File: src/rtl/moore_pkg.sv
// Shared encodings for the Moore frame arbiter: FSM state codes, controller states
// and the nominal output signatures.
package moore_pkg;

   localparam logic [1:0] S1 = 2'b00;
   localparam logic [1:0] S2 = 2'b01;
   localparam logic [1:0] S3 = 2'b10;
   localparam logic [1:0] S4 = 2'b11;

   typedef enum logic [2:0] {
      IDLE = 3'd0,
      ARM  = 3'd1,
      P1   = 3'd2,
      P2   = 3'd3,
      P3   = 3'd4,
      DONE = 3'd5
   } ctrl_state_t;

   localparam logic [2:0] SIG_X1 = 3'b110;
   localparam logic [2:0] SIG_X0 = 3'b100;

endpackage

File: src/rtl/moore_frame_arbiter_rr_arbiter.sv
// Combinational round-robin pick: first set request at or after the pointer, with wrap.
module rr_arbiter #(
   parameter  int unsigned NREQ = 4,
   localparam int unsigned IDW  = $clog2(NREQ)
) (
   input  logic [NREQ-1:0] i_req,
   input  logic [IDW-1:0]  i_ptr,
   output logic [NREQ-1:0] o_gnt_c,
   output logic [IDW-1:0]  o_idx_c,
   output logic            o_any_c
);

   logic [IDW-1:0] w_j;

   always_comb begin
      o_gnt_c = '0;
      o_idx_c = '0;
      o_any_c = 1'b0;
      w_j     = '0;
      for (int unsigned k = 0; k < NREQ; k++) begin
         w_j = IDW'((32'(i_ptr) + k) % NREQ);
         if (!o_any_c && i_req[w_j]) begin
            o_any_c      = 1'b1;
            o_idx_c      = w_j;
            o_gnt_c[w_j] = 1'b1;
         end
      end
   end

endmodule

File: src/rtl/moore_frame_arbiter.sv
// Round-robin scheduler that time-shares one free-running Moore FSM: aligns each grant
// to S1, drives the winner's X for that cycle and captures a 3-bit output signature.
module moore_frame_arbiter
   import moore_pkg::*;
#(
   parameter  int unsigned NREQ    = 4,
   parameter  int unsigned TIMEOUT = 7,
   localparam int unsigned IDW     = $clog2(NREQ)
) (
   input  logic            clk,
   input  logic            rst,
   input  logic [NREQ-1:0] req,
   input  logic [NREQ-1:0] req_x,
   input  logic [1:0]      fsm_state,
   input  logic            fsm_outp,
   output logic            fsm_x,
   output logic            busy,
   output logic [NREQ-1:0] gnt,
   output logic            done,
   output logic [2:0]      result,
   output logic [IDW-1:0]  res_id,
   output logic            err
);

   localparam int unsigned TW = $clog2(TIMEOUT + 1);

   ctrl_state_t     r_state;
   logic [IDW-1:0]  r_ptr;
   logic [IDW-1:0]  r_id;
   logic            r_x;
   logic [TW-1:0]   r_tmo;
   logic [2:0]      r_cap;

   logic [NREQ-1:0] w_gnt;
   logic [IDW-1:0]  w_idx;
   logic            w_any;
   logic            w_s1_cycle;
   logic [1:0]      w_exp_mid;
   logic [IDW-1:0]  w_next_ptr;

   rr_arbiter #(.NREQ(NREQ)) u_rr (
      .i_req   (req),
      .i_ptr   (r_ptr),
      .o_gnt_c (w_gnt),
      .o_idx_c (w_idx),
      .o_any_c (w_any)
   );

   // The ARM cycle that sees S1 doubles as the P1 cycle, so X goes out immediately.
   assign w_s1_cycle = (r_state == P1) || ((r_state == ARM) && (fsm_state == S1));
   assign fsm_x      = w_s1_cycle & r_x;
   assign w_exp_mid  = r_x ? S2 : S3;
   assign w_next_ptr = (r_id == IDW'(NREQ - 1)) ? '0 : r_id + IDW'(1);

   always_ff @(posedge clk or negedge rst) begin
      if (!rst) begin
         r_state <= IDLE;
         r_ptr   <= '0;
         r_id    <= '0;
         r_x     <= 1'b0;
         r_tmo   <= '0;
         r_cap   <= '0;
         busy    <= 1'b0;
         gnt     <= '0;
         done    <= 1'b0;
         result  <= '0;
         res_id  <= '0;
         err     <= 1'b0;
      end else begin
         done <= 1'b0;
         case (r_state)
            IDLE: begin
               if (w_any) begin
                  gnt     <= w_gnt;
                  r_id    <= w_idx;
                  r_x     <= req_x[w_idx];
                  busy    <= 1'b1;
                  r_tmo   <= '0;
                  r_cap   <= '0;
                  r_state <= ARM;
               end
            end
            ARM: begin
               if (fsm_state == S1) begin
                  r_cap[2] <= fsm_outp;
                  r_state  <= P2;
               end else if (r_tmo == TW'(TIMEOUT - 1)) begin
                  done    <= 1'b1;
                  err     <= 1'b1;
                  result  <= r_cap;
                  res_id  <= r_id;
                  r_state <= DONE;
               end else begin
                  r_tmo <= r_tmo + TW'(1);
               end
            end
            P1: begin
               r_cap[2] <= fsm_outp;
               r_state  <= P2;
            end
            P2: begin
               if (fsm_state == w_exp_mid) begin
                  r_cap[1] <= fsm_outp;
                  r_state  <= P3;
               end else begin
                  done    <= 1'b1;
                  err     <= 1'b1;
                  result  <= r_cap;
                  res_id  <= r_id;
                  r_state <= DONE;
               end
            end
            P3: begin
               done    <= 1'b1;
               res_id  <= r_id;
               r_state <= DONE;
               if (fsm_state == S4) begin
                  err    <= 1'b0;
                  result <= {r_cap[2:1], fsm_outp};
               end else begin
                  err    <= 1'b1;
                  result <= {r_cap[2:1], 1'b0};
               end
            end
            DONE: begin
               gnt     <= '0;
               busy    <= 1'b0;
               r_ptr   <= w_next_ptr;
               r_state <= IDLE;
            end
            default: r_state <= IDLE;
         endcase
      end
   end

endmodule

File: config.mk
export PLATFORM = sky130hd
export DESIGN_NAME = moore_frame_arbiter
export DESIGN_NICKNAME = d
export VERILOG_FILES = /design/src/rtl/moore_pkg.sv /design/src/rtl/moore_frame_arbiter_rr_arbiter.sv /design/src/rtl/moore_frame_arbiter.sv
export SDC_FILE = /design/constraint.sdc
export NUM_CORES = 1
export LEC_CHECK = 0
export ABC_AREA = 1
export CORE_MARGIN = 1
export CORE_UTILIZATION = 40
export DETAILED_ROUTE_END_ITERATION = 16
export DONT_BUFFER_PORTS = 1
export GPL_ROUTABILITY_DRIVEN = 0
export HOLD_SLACK_MARGIN = 0.1
export PLACE_DENSITY_LB_ADDON = 0.1
export SLEW_MARGIN = 15
export SYNTH_ARGS = -nofsm -noshare
export SYNTH_HDL_FRONTEND = slang
export SYNTH_HIERARCHICAL = 1
export SYNTH_SLANG_ARGS = --single-unit
File: constraint.sdc
create_clock -name clk -period 2.71 [get_ports clk]
set_input_delay 0.542 -clock clk [delete_from_list [all_inputs] [get_ports clk]]
set_output_delay 0.542 -clock clk [all_outputs]
set_load 0.05 [all_outputs]
**Word-level counts from Yosys, hierarchy flattened**

Cells that the tools add are included.

- Bitwise logic cells: 4
- Equal/unequal tests: 17
- Magnitude comparators: 9
- Reductions and logical operators: 26
- Muxes and demuxes: 68
- $add $sub $neg: 5

Operators with widths:

| cell | count |
|---|---|
| $mux W3 | 10 |
| $mux W1 | 25 |
| $mux W4 | 5 |
| $mux W2 | 9 |
| $lt A2 B3 Y1 const B | 5 |
| $pmux W3 S5 | 1 |
| $or A4 B4 Y4 | 3 |
| $bmux W1 S2 | 5 |
| $eq A3 B3 Y1 const B | 3 |
| $pmux W1 S3 | 3 |
| $pmux W3 S3 | 1 |
| $demux W1 S2 | 4 |
| $ge A2 B1 Y1 const B | 4 |
| $logic_and A1 B1 Y1 | 8 |
| $ne A2 B2 Y1 const B | 4 |
| $pmux W4 S2 | 1 |
| $reduce_and A4 Y1 | 2 |
| $eq A3 B2 Y1 const B | 2 |
| $ne A2 B1 Y1 const B | 3 |
| $pmux W2 S3 | 1 |
| $pmux W3 S2 | 1 |
| $reduce_and A2 Y1 | 3 |
| $reduce_and A3 Y1 | 2 |
| $reduce_bool A2 Y1 | 3 |
| 14 further kinds | 21 |

- Bits of input ports: 13
- Word-level logic and storage cells: 142
- Output and inout bits: 13
- Register bits: 25

**Longest topological paths before layout**

- Depth in word-level cells: 14
- Depth in mapped cells: 15
- Mapped depth without buffers: 14

**Hierarchy**

The synthesis kept the hierarchy.

By module, submodules not included:

| module | instances | area an instance (sq um) | cells an instance | sequential area each (sq um) |
|---|---|---|---|---|
| moore_frame_arbiter | 1 | 1255.0 | 157 | 625.6 |
| rr_arbiter | 1 | 440.4 | 74 | 0.0 |

**Least setup slack after synthesis**

OpenSTA, ideal clock, no wires.

- Path kind: input to output
- Start point: input fsm_state[0]
- End point: output fsm_x
- Path slack: 0.572 ns
- Cell stages on the path: 3
- Buffers on the path: 0
- Arrival: 1.596 ns
- Data required time: 2.168 ns
- Path through: nor2_1 nand3_1 a21oi_1

- Word-level cells in the longest chain between the ends: 4

RTL lines:

| item | line | RTL |
|---|---|---|
| start: declaration | moore_frame_arbiter.sv:14 | `input logic [1:0] fsm_state,` |
| $logic_not A2 Y1 | moore_frame_arbiter.sv:50 | `assign w_s1_cycle = (r_state == P1) \|\| ((r_state == ARM) && (fsm_state == S1));` |
| $logic_and A1 B1 Y1 | moore_frame_arbiter.sv:50 |  |
| $logic_or A1 B1 Y1 | moore_frame_arbiter.sv:50 |  |
| $and A1 B1 Y1 | moore_frame_arbiter.sv:51 | `assign fsm_x = w_s1_cycle & r_x;` |
| end: declaration | moore_frame_arbiter.sv:16 | `output logic fsm_x,` |

No other way between the ends.

**Final worst setup path**

- Start point: register r_ptr[1]
- End point: register r_x

- Word-level cells in the longest chain between the ends: 14
- Elaborated cells between the ends (all ways): 28
- Classes of those cells: add/sub: 3; mux: 18; reduce/logical: 7

RTL lines:

| item | line | RTL |
|---|---|---|
| start: declaration | moore_frame_arbiter.sv:28 | `logic [IDW-1:0] r_ptr;` |
| start signal: assignment | moore_frame_arbiter.sv:128 | `r_ptr <= w_next_ptr;` |
| branches (longest 11 deep; another with $add A2 B1 Y2) | -- |  |
| $mux W2 * | moore_frame_arbiter_rr_arbiter.sv:22 | `if (!o_any_c && i_req[w_j]) begin` |
| net w_idx[0] | moore_frame_arbiter.sv:35 | `logic [IDW-1:0] w_idx;` |
| $bmux W1 S2 * | moore_frame_arbiter.sv:76 | `r_x <= req_x[w_idx];` |
| $mux W1 (implied by the code) * | moore_frame_arbiter.sv:76 |  |
| end signal: assignment | moore_frame_arbiter.sv:76 |  |
| end: declaration | moore_frame_arbiter.sv:30 | `logic r_x;` |

Mark *: on every way through the listed nets, which the timed path passes. The select of a mux whose other input is x is not followed.
A chain may end at the register's enable or synchronous reset.

==> results by group <==
Outcome
  – Outcome: finished clean

Route
  – Starting DRT DRC Count: 76
  – DRT Pass-1 Iters: 4
  – Vias/cell: 5.11
  – Residual DRC: 0
  – Routed Antenna Nets: 0
  – Routed length per placed instance: 12.8 µm
  – Vias: 1,471
  – Final WL: 3.68 mm

Synthesis
  – Post-synth top area cell: dfrtp_1
  – Number of synthesized flops with an enable pin: 0
  – Top area cells in the synthesized netlist: dfrtp_1 (37%), nand2_1 (16%), nand3_1 (9.2%)
  – Simple-Gate Fraction of Synth Area: 41.4%
  – Synth warn: 6
  – Post-Synth XOR/XNOR Area: less than 1%
  – Top-count cell post-synth: nand2_1
  – Synth unique cells: 24
  – Top_reg_cell synth: dfrtp_1
  – Syn Area/Cell: 7.34 µm²
  – Synthesized instance count: between 200 and 250
  – Mapped Area: 1700 µm²
  – Syn_nets: 252
  – Post-Synth Adder-Cell Area: 5.90%
  – Main combinational cell family by area after synthesis: simple AND/OR/NAND/NOR gates
  – Post-synth top cells: nand2_1 (73), nand3_1 (31), inv_1 (26)
  – Post-synthesis compound-gate area fraction: about 8.2%
  – Synthesized flop and latch total: 25
  – Multiplexer share of the synthesized area: 0%
  – Synth top area share: 36.9%
  – Asr flop ratio synth: 100%
  – Seq/Total Area, Yosys: 36.9%

Floorplan
  – DIE WIDTH: 67.1 µm
  – Die height: approximately 67 µm
  – # rows: 23
  – I/O Pins: 26
  – Die area: about 4500 µm²
  – Core Footprint: 4030 µm²
  – Initial Util: 42.1%

Finish
  – Design area: roughly 1800 µm²
  – Area growth, synth to finish: 8.41%
  – Number of fill cells: approximately 420
  – Antenna cells: 0
  – Fin nets: 260
  – Layout cells sized above 1: 11.3%

Global route
  – Total GRT Usage: 18.1%
  – Initial antenna violation count: 0
  – Largest net degree at the start of global routing: 26
  – Vias in the first global route: 1,391
  – Grt total ovfl: 0
  – First-pass GRT wire length: 6.20 mm

Clock network
  – CTS sink cnt: 25
  – Worst skew pair latency: 270 ps
  – Clock transition at path regs: approximately 90 ps
  – TritonCTS Buffers: 3
  – CTS H-tree lvls: 1
  – CTS root buffer: clkbuf_8
  – Postcts setup bufs: 0
  – Clock buffer depth: 2
  – TritonCTS clock tree: yes

Pwr
  – VDD IR max: 0.000520 V
  – LEAKAGE: roughly 0.001 µW
  – PwrDens: 1310 nW/µm²

STA
  – Min cycle time layout: 2490 ps
  – Setup violators final: 0
  – Setup TNS: 0 ps
  – Max frequency: 402 MHz
  – Clock skew: 5.23 ps
  – RSZ-0062 raised after global routing: no
  – Least-Margin Pin Slew: 477 ps
  – Final hold viol count: 0
  – Pins Over Slew Limit: 0
  – Crit share post-route: around 90%
  – Max_slew headroom: 68.2%

Placed design
  – DP HPWL: 2.79 mm
  – PortBufs: 0
  – Placed inst area: 1760 µm²

Worst setup path
  – Worst Setup End Kind: flop
  – Crit start category: flop
  – Worst setup path category: reg2reg
  – CP required: 2860 ps
  – WP data arrival: approximately 2600 ps
  – Reg2Reg Setup Slack: approximately 220 ps
  – Max FO, Critical Path: 7

Worst hold path
  – HP Class: in2reg

Run
  – Max_cap viols: 0
-- worst paths after layout --
path	cells past startpoint	end	start
worst max-delay path	13	r_x	r_ptr[1]
worst min-delay path	2	r_cap[1]	fsm_outp
worst max register to register	13	r_x	r_ptr[1]
worst min register to register	2	result[2]	r_cap[2]
max in group asynchronous	2	r_ptr[0]	rst
min in group asynchronous	2	result[0]	rst
-- worst max-delay path, cell delays in order (launching register included) --
cell and delay, ps:
dfrtp_1 500, inv_1 160, ha_1 370, inv_1 90, nand3_1 90, nand2_1 50
nor2_1 380, a21oi_1 120, nand3_1 160, inv_1 80, o21ai_0 160, nand2_1 80
nand2_1 50, o21ai_0 70
-- cell usage in the layout (no fill, tap or decap), types with 4 or more instances in the layout --
cell type  instances
a21boi_0           4
a21oi_1           10
dfrtp_1           25
ha_1               8
inv_1             26
nand2_1           73
nand2_2            9
nand3_1           31
nand4_1            9
nor2_1            13
o21ai_0            7
-- power by group --
group | leakage [µW] | internal (µW) | switching (µW)
logic | 0.000648 | 430 | 858
registers | 0.000322 | 523 | 378
clock network | 0.0000255 | 103 | 121
-- area by class of cell --
cell class	count	area (µm²)	area share (%)
timing repair buffer	5	52.6	2.86
clock buffer	3	41.3	2.25
sequential	25	626	34.0
inverter	27	101	5.51
clock inverter	1	5.00	0.272
tap	50	62.6	3.40
multi-input combinational	177	950	51.7
-- repair_timing --
item,in CTS,in global routing
endpoints found under the hold margin,25,0
hold buffers,2,0
gates resized for setup,0,0
-- state kept, by name, indices dropped and copies added, names as in the netlist --
signal and flops:
r_state 3, r_id 2, result 3, err 1, gnt 4, done 1
busy 1, r_x 1, res_id 2, r_cap 2, r_ptr 2, r_tmo 3
-- layer usage --
layer  global-route usage (%)  part of all wire [%]  up-vias
li1                         -                     -      768
met1                     24.4                    49      668
met2                     29.3                    46       30
met3                     2.57                   3.7        5
met4                     6.38                   1.5        0
met5                        0                     0        -
-- metrics by stage --
| step | power [µW] | setup WS [ps] | util, % | hold WS (ps) | std cells |
|---|---|---|---|---|---|
| 2_1_floorplan | 1930 | 572 | - | 246 | 231 |
| 5_1_grt | 2650 | 21.6 | 45.6 | 401 | 288 |
| 4_1_cts | 2430 | 271 | 45.6 | 388 | 288 |
| 6_report | 2410 | 221 | 45.6 | 390 | 288 |
| 3_5_place_dp | 2180 | 293 | 43.7 | 247 | 282 |
| 3_3_place_gp | 2190 | 293 | 43.7 | 247 | 282 |
-- cells by family (layout without fill, tap and decap cells) --
logic type                 after synthesis  after routing
and+or+nand+nor                        145            145
buffers and inverters                   29             36
DFF                                     25             25
AOI/OAI and AO/OA                       23             23
adders and majority gates                8              8
xor gates and xnor gates                 1              1
Power figures use the tool's default switching activity.
==> patch 1: new RTL, config.mk and constraints unchanged <==
The 6 states of `ctrl_state_t` get a one-hot encoding in 6 bits.
--- a/src/rtl/moore_pkg.sv
+++ b/src/rtl/moore_pkg.sv
@@ -8,11 +8,11 @@
    localparam logic [1:0] S4 = 2'b11;
 
-   typedef enum logic [2:0] {
-      IDLE = 3'd0,
-      ARM  = 3'd1,
-      P1   = 3'd2,
-      P2   = 3'd3,
-      P3   = 3'd4,
-      DONE = 3'd5
+   typedef enum logic [5:0] {
+      IDLE = 6'b000001,
+      ARM  = 6'b000010,
+      P1   = 6'b000100,
+      P2   = 6'b001000,
+      P3   = 6'b010000,
+      DONE = 6'b100000
    } ctrl_state_t;
 
Behaviour: no difference found for any inputs over 10 cycles, from zero or initial values and one cycle with rst low; not proved beyond that.
==> patch 1 against the unedited design <==
Area after synthesis rose by 7.5%. Wire length up 1.0%. Via count increased by 2.7%. Count of clock-buffer cells in the layout unchanged. Power fell by 13%. Critical endpoint unchanged. Global-route usage decreased by 0.96 points. Sequential share of layout area grew 0.42 points. Sequential cell count is 2 higher. Final cell count fell by 2.1%. Die area is 7.3% higher. Core utilization is 0.51 points lower. Worst setup slack better by 0.10 ns. Cell area is 6.9% higher.
==> patch 1: results (changes against the unedited design) <==
** Detailed routing
- The detailed router's first-iteration violation count came to 60 (-21%).
- Routed wire length per instance :: 13.18 um (+3.2%)
- Iteration count of the initial detailed-routing pass :: 4 (unchanged)
- Detailed Route WL :: 3717 um (+1.0%)
- Overall via count from detail_route :: 1510 (+2.7%)

** Clocking
- Buffer depth of the longest clock path :: 2 (unchanged)
- TritonCTS buffer count :: 3 (unchanged)
- Clock-pin slew was measured on the worst setup and hold paths at 0.10 ns.
- CTS placed an instance of sky130_fd_sc_hd__clkbuf_8 at the clock tree root.
- Clock latency at the later pin of the worst-skew pair :: 0.27 ns (about the same)
- The post-cts resize count came to 0 (unchanged).
- Level count of the clock H-tree :: 1 (unchanged)

** Layout
- Final #Nets :: 252 (-3.1%)
- Diode insertion count for antenna repair :: 0 (unchanged)
- Largest registers :: r_state (5), gnt (4)
- The share of cells above drive strength 1 is 18.26% (+6.9 points).

** Synthesis
- Yosys cell types :: 30 (+25%)
- Number of nets produced by synthesis :: 244 (-3.2%)
- Sorting the synthesized cells by how often they occur yields sky130_fd_sc_hd__nand2_1 (57), sky130_fd_sc_hd__dfrtp_1 (26), sky130_fd_sc_hd__nand3_1 (24).
- Share of flip-flops with an asynchronous set or reset :: 100.0% (unchanged)
- The number of warnings issued by yosys came to 6 (unchanged).
- Sequential cell area fraction in the yosys report :: 37.13% (+0.23 points)
- By area the synthesized netlist is led by sky130_fd_sc_hd__dfrtp_1 (36%), sky130_fd_sc_hd__nand2_1 (12%), sky130_fd_sc_hd__nand3_1 (6.6%), sky130_fd_sc_hd__ha_1 (5.5%), sky130_fd_sc_hd__nand4_1 (5.5%).
- The count of mapped cells out of synthesis is 223 (-3.5%).

** Global routing
- The largest net degree at the start of global routing is 28 (+7.7%).
- Global-route usage over all layers :: 17.16% (-0.96 points)
- Number of global-route vias before repair :: 1464 (+5.2%)
- The number of antenna violations at the first check in global routing is 0 (unchanged).
- Global-route wire length before repair :: 6824 um (+10%)

** Worst setup path
- The delay of the slowest cell on the worst path came to 0.50 ns (about the same).
- Cell class contributing the biggest share of worst-path delay :: simple AND/OR/NAND/NOR gates
- On the critical path, the stage with the largest delay is an instance of sky130_fd_sc_hd__dfrtp_1.
- Max FO, Critical Path :: 7 (unchanged)

** Placed design
- Placed Cells incl. Taps :: 276 (-2.1%)
- Placed wire-length estimate :: 2897 um (+3.9%)
- The placed instance area came to 0.001888 mm2 (+7.2%).
- The worst slack after detailed placement came to 0.3628 ns (+0.07003 ns).
- The number of buffers inserted by port buffering came to 0 (unchanged).

** Power
- Worst vdd ir :: 417.3 uV (-20%)
- Static Leakage :: 1.023 nW (+2.7%)

** Timing
- Clock tree skew after final layout :: 0.004358 ns (-0.0008674 ns)
- Worst Tran Pin Value :: 0.4840 ns (+0.007270 ns)
- The final setup violation count is 0 (unchanged).

** Run status
- Result of the run :: complete, no violations

** Worst hold path
- The tightest min-delay check is of the input pin to flip-flop type.
patch 1: changes by cell type after synthesis, moves of 3 or more:
cell                      before  now
sky130_fd_sc_hd__nand3_4       1    4
sky130_fd_sc_hd__nand4_1       9   16
sky130_fd_sc_hd__a21oi_1      10    7
sky130_fd_sc_hd__nand3_1      31   24
sky130_fd_sc_hd__inv_1        26   21
sky130_fd_sc_hd__nand2_1      73   57
patch 1: layer usage:
| layer | wire, um | vias to the layer above | global-route usage (%) |
|---|---|---|---|
| met5 | 0 | - | 0 |
| met4 | 23 | 0 | 4.082 |
| met3 | 173 | 2 | 2.326 |
| met2 | 1816 | 41 | 30.31 |
| met1 | 1704 | 702 | 22.10 |
| li1 | - | 765 | - |
patch 1: path summary, 6_finish.rpt:
| kind | cells after the start | start | endpoint | slack, ns |
|---|---|---|---|---|
| min reg2reg | 2 | r_cap[1] | result[1] | 0.51 |
| max reg2reg | 13 | r_ptr[1] | r_x | 0.32 |
| max in group asynchronous | 2 | rst | r_state[0] | 1.79 |
| min | 2 | fsm_outp | result[0] | 0.38 |
| min in group asynchronous | 2 | rst | done | 0.69 |
| max | 13 | r_ptr[1] | r_x | 0.32 |
patch 1: timing repair:
item	CTS	global route
hold buffers	2	0
buffers inserted	0	0
endpoints found under the hold margin	27	0
patch 1: cell type report:
| type | instances | area, um2 |
|---|---|---|
| Clock buffer | 3 | 41.29 |
| Clock inverter | 1 | 5.005 |
| Fill cell | 431 | 2390 |
| Inverter | 25 | 98.84 |
| Multi-Input combinational cell | 169 | 1025 |
| Sequential cell | 27 | 676.9 |
| Tap cell | 52 | 65.06 |
| Timing Repair Buffer | 5 | 52.55 |
patch 1: worst register-to-register path, delay by kind of cell, from the launching register on:
family                   cells  cell delay [ns]
AO/OA/AOI/OAI                4             0.41
flip-flops                   1             0.50
AND/OR/NAND/NOR              5             0.65
adder cells (fa/ha/maj)      1             0.38
buffers and inverters        3             0.34
patch 1: kinds of logic (layout without fill, tap and decap cells):
logic type                 Yosys count  count (layout)  synth area share [%]
and+or+nand+nor                    138             138                 42.83
DFF                                 27              27                 37.13
buffers and inverters               27              34                 6.658
AOI/OAI and AO/OA                   21              21                 6.795
adders and majority gates            8               8                 5.491
xor gates and xnor gates             1               1                0.4805
muxes                                1               1                0.6177
patch 1: where the power goes:
part           internal, W  leakage [nW]  switching [W]  total [W]
clock network     0.000103        0.0255       0.000130   0.000233
logic             0.000372         0.644       0.000717    0.00109
registers         0.000521         0.354       0.000259   0.000780
total             0.000996          1.02        0.00111    0.00210
==> patch 2: new RTL, same flow settings <==
Made on the original files. `NREQ` is set to 4 in 2 places; all go to 8.
--- a/src/rtl/moore_frame_arbiter_rr_arbiter.sv
+++ b/src/rtl/moore_frame_arbiter_rr_arbiter.sv
@@ -1,5 +1,5 @@
 // Combinational round-robin pick: first set request at or after the pointer, with wrap.
 module rr_arbiter #(
-   parameter  int unsigned NREQ = 4,
+   parameter  int unsigned NREQ = 8,
    localparam int unsigned IDW  = $clog2(NREQ)
 ) (
--- a/src/rtl/moore_frame_arbiter.sv
+++ b/src/rtl/moore_frame_arbiter.sv
@@ -4,5 +4,5 @@
    import moore_pkg::*;
 #(
-   parameter  int unsigned NREQ    = 4,
+   parameter  int unsigned NREQ    = 8,
    parameter  int unsigned TIMEOUT = 7,
    localparam int unsigned IDW     = $clog2(NREQ)
Interface: changed (resized gnt, req, req_x and res_id); port bits go from 26 to 39. No check against the original RTL was run, so the function may have changed too.
==> patch 2 against the unedited design <==
Wire length up 140%. Highest routed layer unchanged. Non-clock buffer count up 29. Cell area up 95%. Worst setup slack worse by 0.033 ns. Core utilization up 2.7 points. Largest cell class unchanged. Count of clock-buffer cells in the layout up 4. Sequential cell count up 7. Area after synthesis up 85%.
Power is not shown: default switching activity piles up to over one toggle a cycle in this logic, so the estimate is an artifact.
==> patch 2: results (changes against the unedited design) <==
** Run status
- Result of the run :: complete, no violations

** Global routing
- The first-pass GRT wire length is 14460 um (+130%).
- Met2 capacity usage during global routing :: 33.71% (+4.5 points)

** Layout
- The final sequential cell count was 32 (+28%).
- The number of fill cells in the layout is 804 (+92%).
- Compared with the post-synthesis result, the final layout area differs by 14.15%.
- The storage element area was 802.0 um2 (+28%).
- The inverter count of the layout excluding clock inverters is 60 (+120%).
- The share of cells above drive strength 1 came to 16.41% (+5.1 points).
- Count of non-CTS buffers in the layout :: 34 (+29)
- The non-clock buffer share of cell area was 7.545% (+4.7 points).
- The share of the final layout cell area in multi-input gates is 56.37% (+4.7 points).

** Placed design
- The placed cell count is 597 (+110%).
- The worst slack after detailed placement is 0.1150 ns (-0.1778 ns).

** Synthesis
- The number of library cell types mapped by synthesis came to 33 (+38%).
- Area fraction in compound gates after synthesis :: 4.745% (-3.4 points)
- The synthesized-area fraction occupied by xor and xnor cells came to 1.156% (+0.64 points).
- Largest cells by area after synthesis :: sky130_fd_sc_hd__dfrtp_1 (26%), sky130_fd_sc_hd__nand3_1 (16%), sky130_fd_sc_hd__nand2_1 (14%), sky130_fd_sc_hd__inv_1 (5.9%), sky130_fd_sc_hd__nor2_1 (5.7%)
- Adder-cell share of the synthesized area :: 3.987% (-1.9 points)

** Detailed routing
- The number of detailed-routing iterations run before antenna repair was 5 (+1).
- Number of DRC violations after detailed-routing iteration 0 :: 245 (+220%)
- Met2 Routed Length :: 3921 um (+130%)
- The met3 layer wire length in the routed design was 599 um (+340%).

** Worst setup path
- The largest individual stage delay along the critical path comes from the cell sky130_fd_sc_hd__dfrtp_2.
- The maximum net fanout on the critical path was 8 (+1).
- The data arrival at the endpoint of the critical path is 2.69 ns (+0.05 ns).

** Clocking
- Level count of the clock H-tree :: 2 (+1)

** Floorplanning
- The x dimension of the die is 90.57 um (+35%).
[patch 2: cell count changes in the layout (fill, tap and decap cells not counted), sizes merged, moves of 6 or more]
| cell | delta |
|---|---|
| a21oi | -6 |
| buf | +29 |
| dfrtp | +7 |
| inv | +30 |
| nand2 | +46 |
| nand3 | +72 |
| nand4 | +12 |
| nor2 | +41 |
| nor3 | +26 |
| o21ai | +12 |
[patch 2: timing repair]
item,CTS,global route
setup buffers,0,10
resized for setup,0,18
endpoints found under the setup margin,0,20
hold buffers,2,0
hold endpoints to repair,32,0
[patch 2: worst paths after layout]
path / depth (start not counted) / slack, ns / to / startpoint
worst max-delay path: 15 / 0.19 / r_x / r_ptr[0]
worst min-delay path: 2 / 0.39 / r_cap[1] / fsm_outp
worst max register to register: 15 / 0.19 / r_x / r_ptr[0]
worst min register to register: 2 / 0.48 / result[2] / r_cap[2]
max in group asynchronous: 2 / 1.81 / gnt[2] / rst
min in group asynchronous: 2 / 0.72 / r_ptr[2] / rst
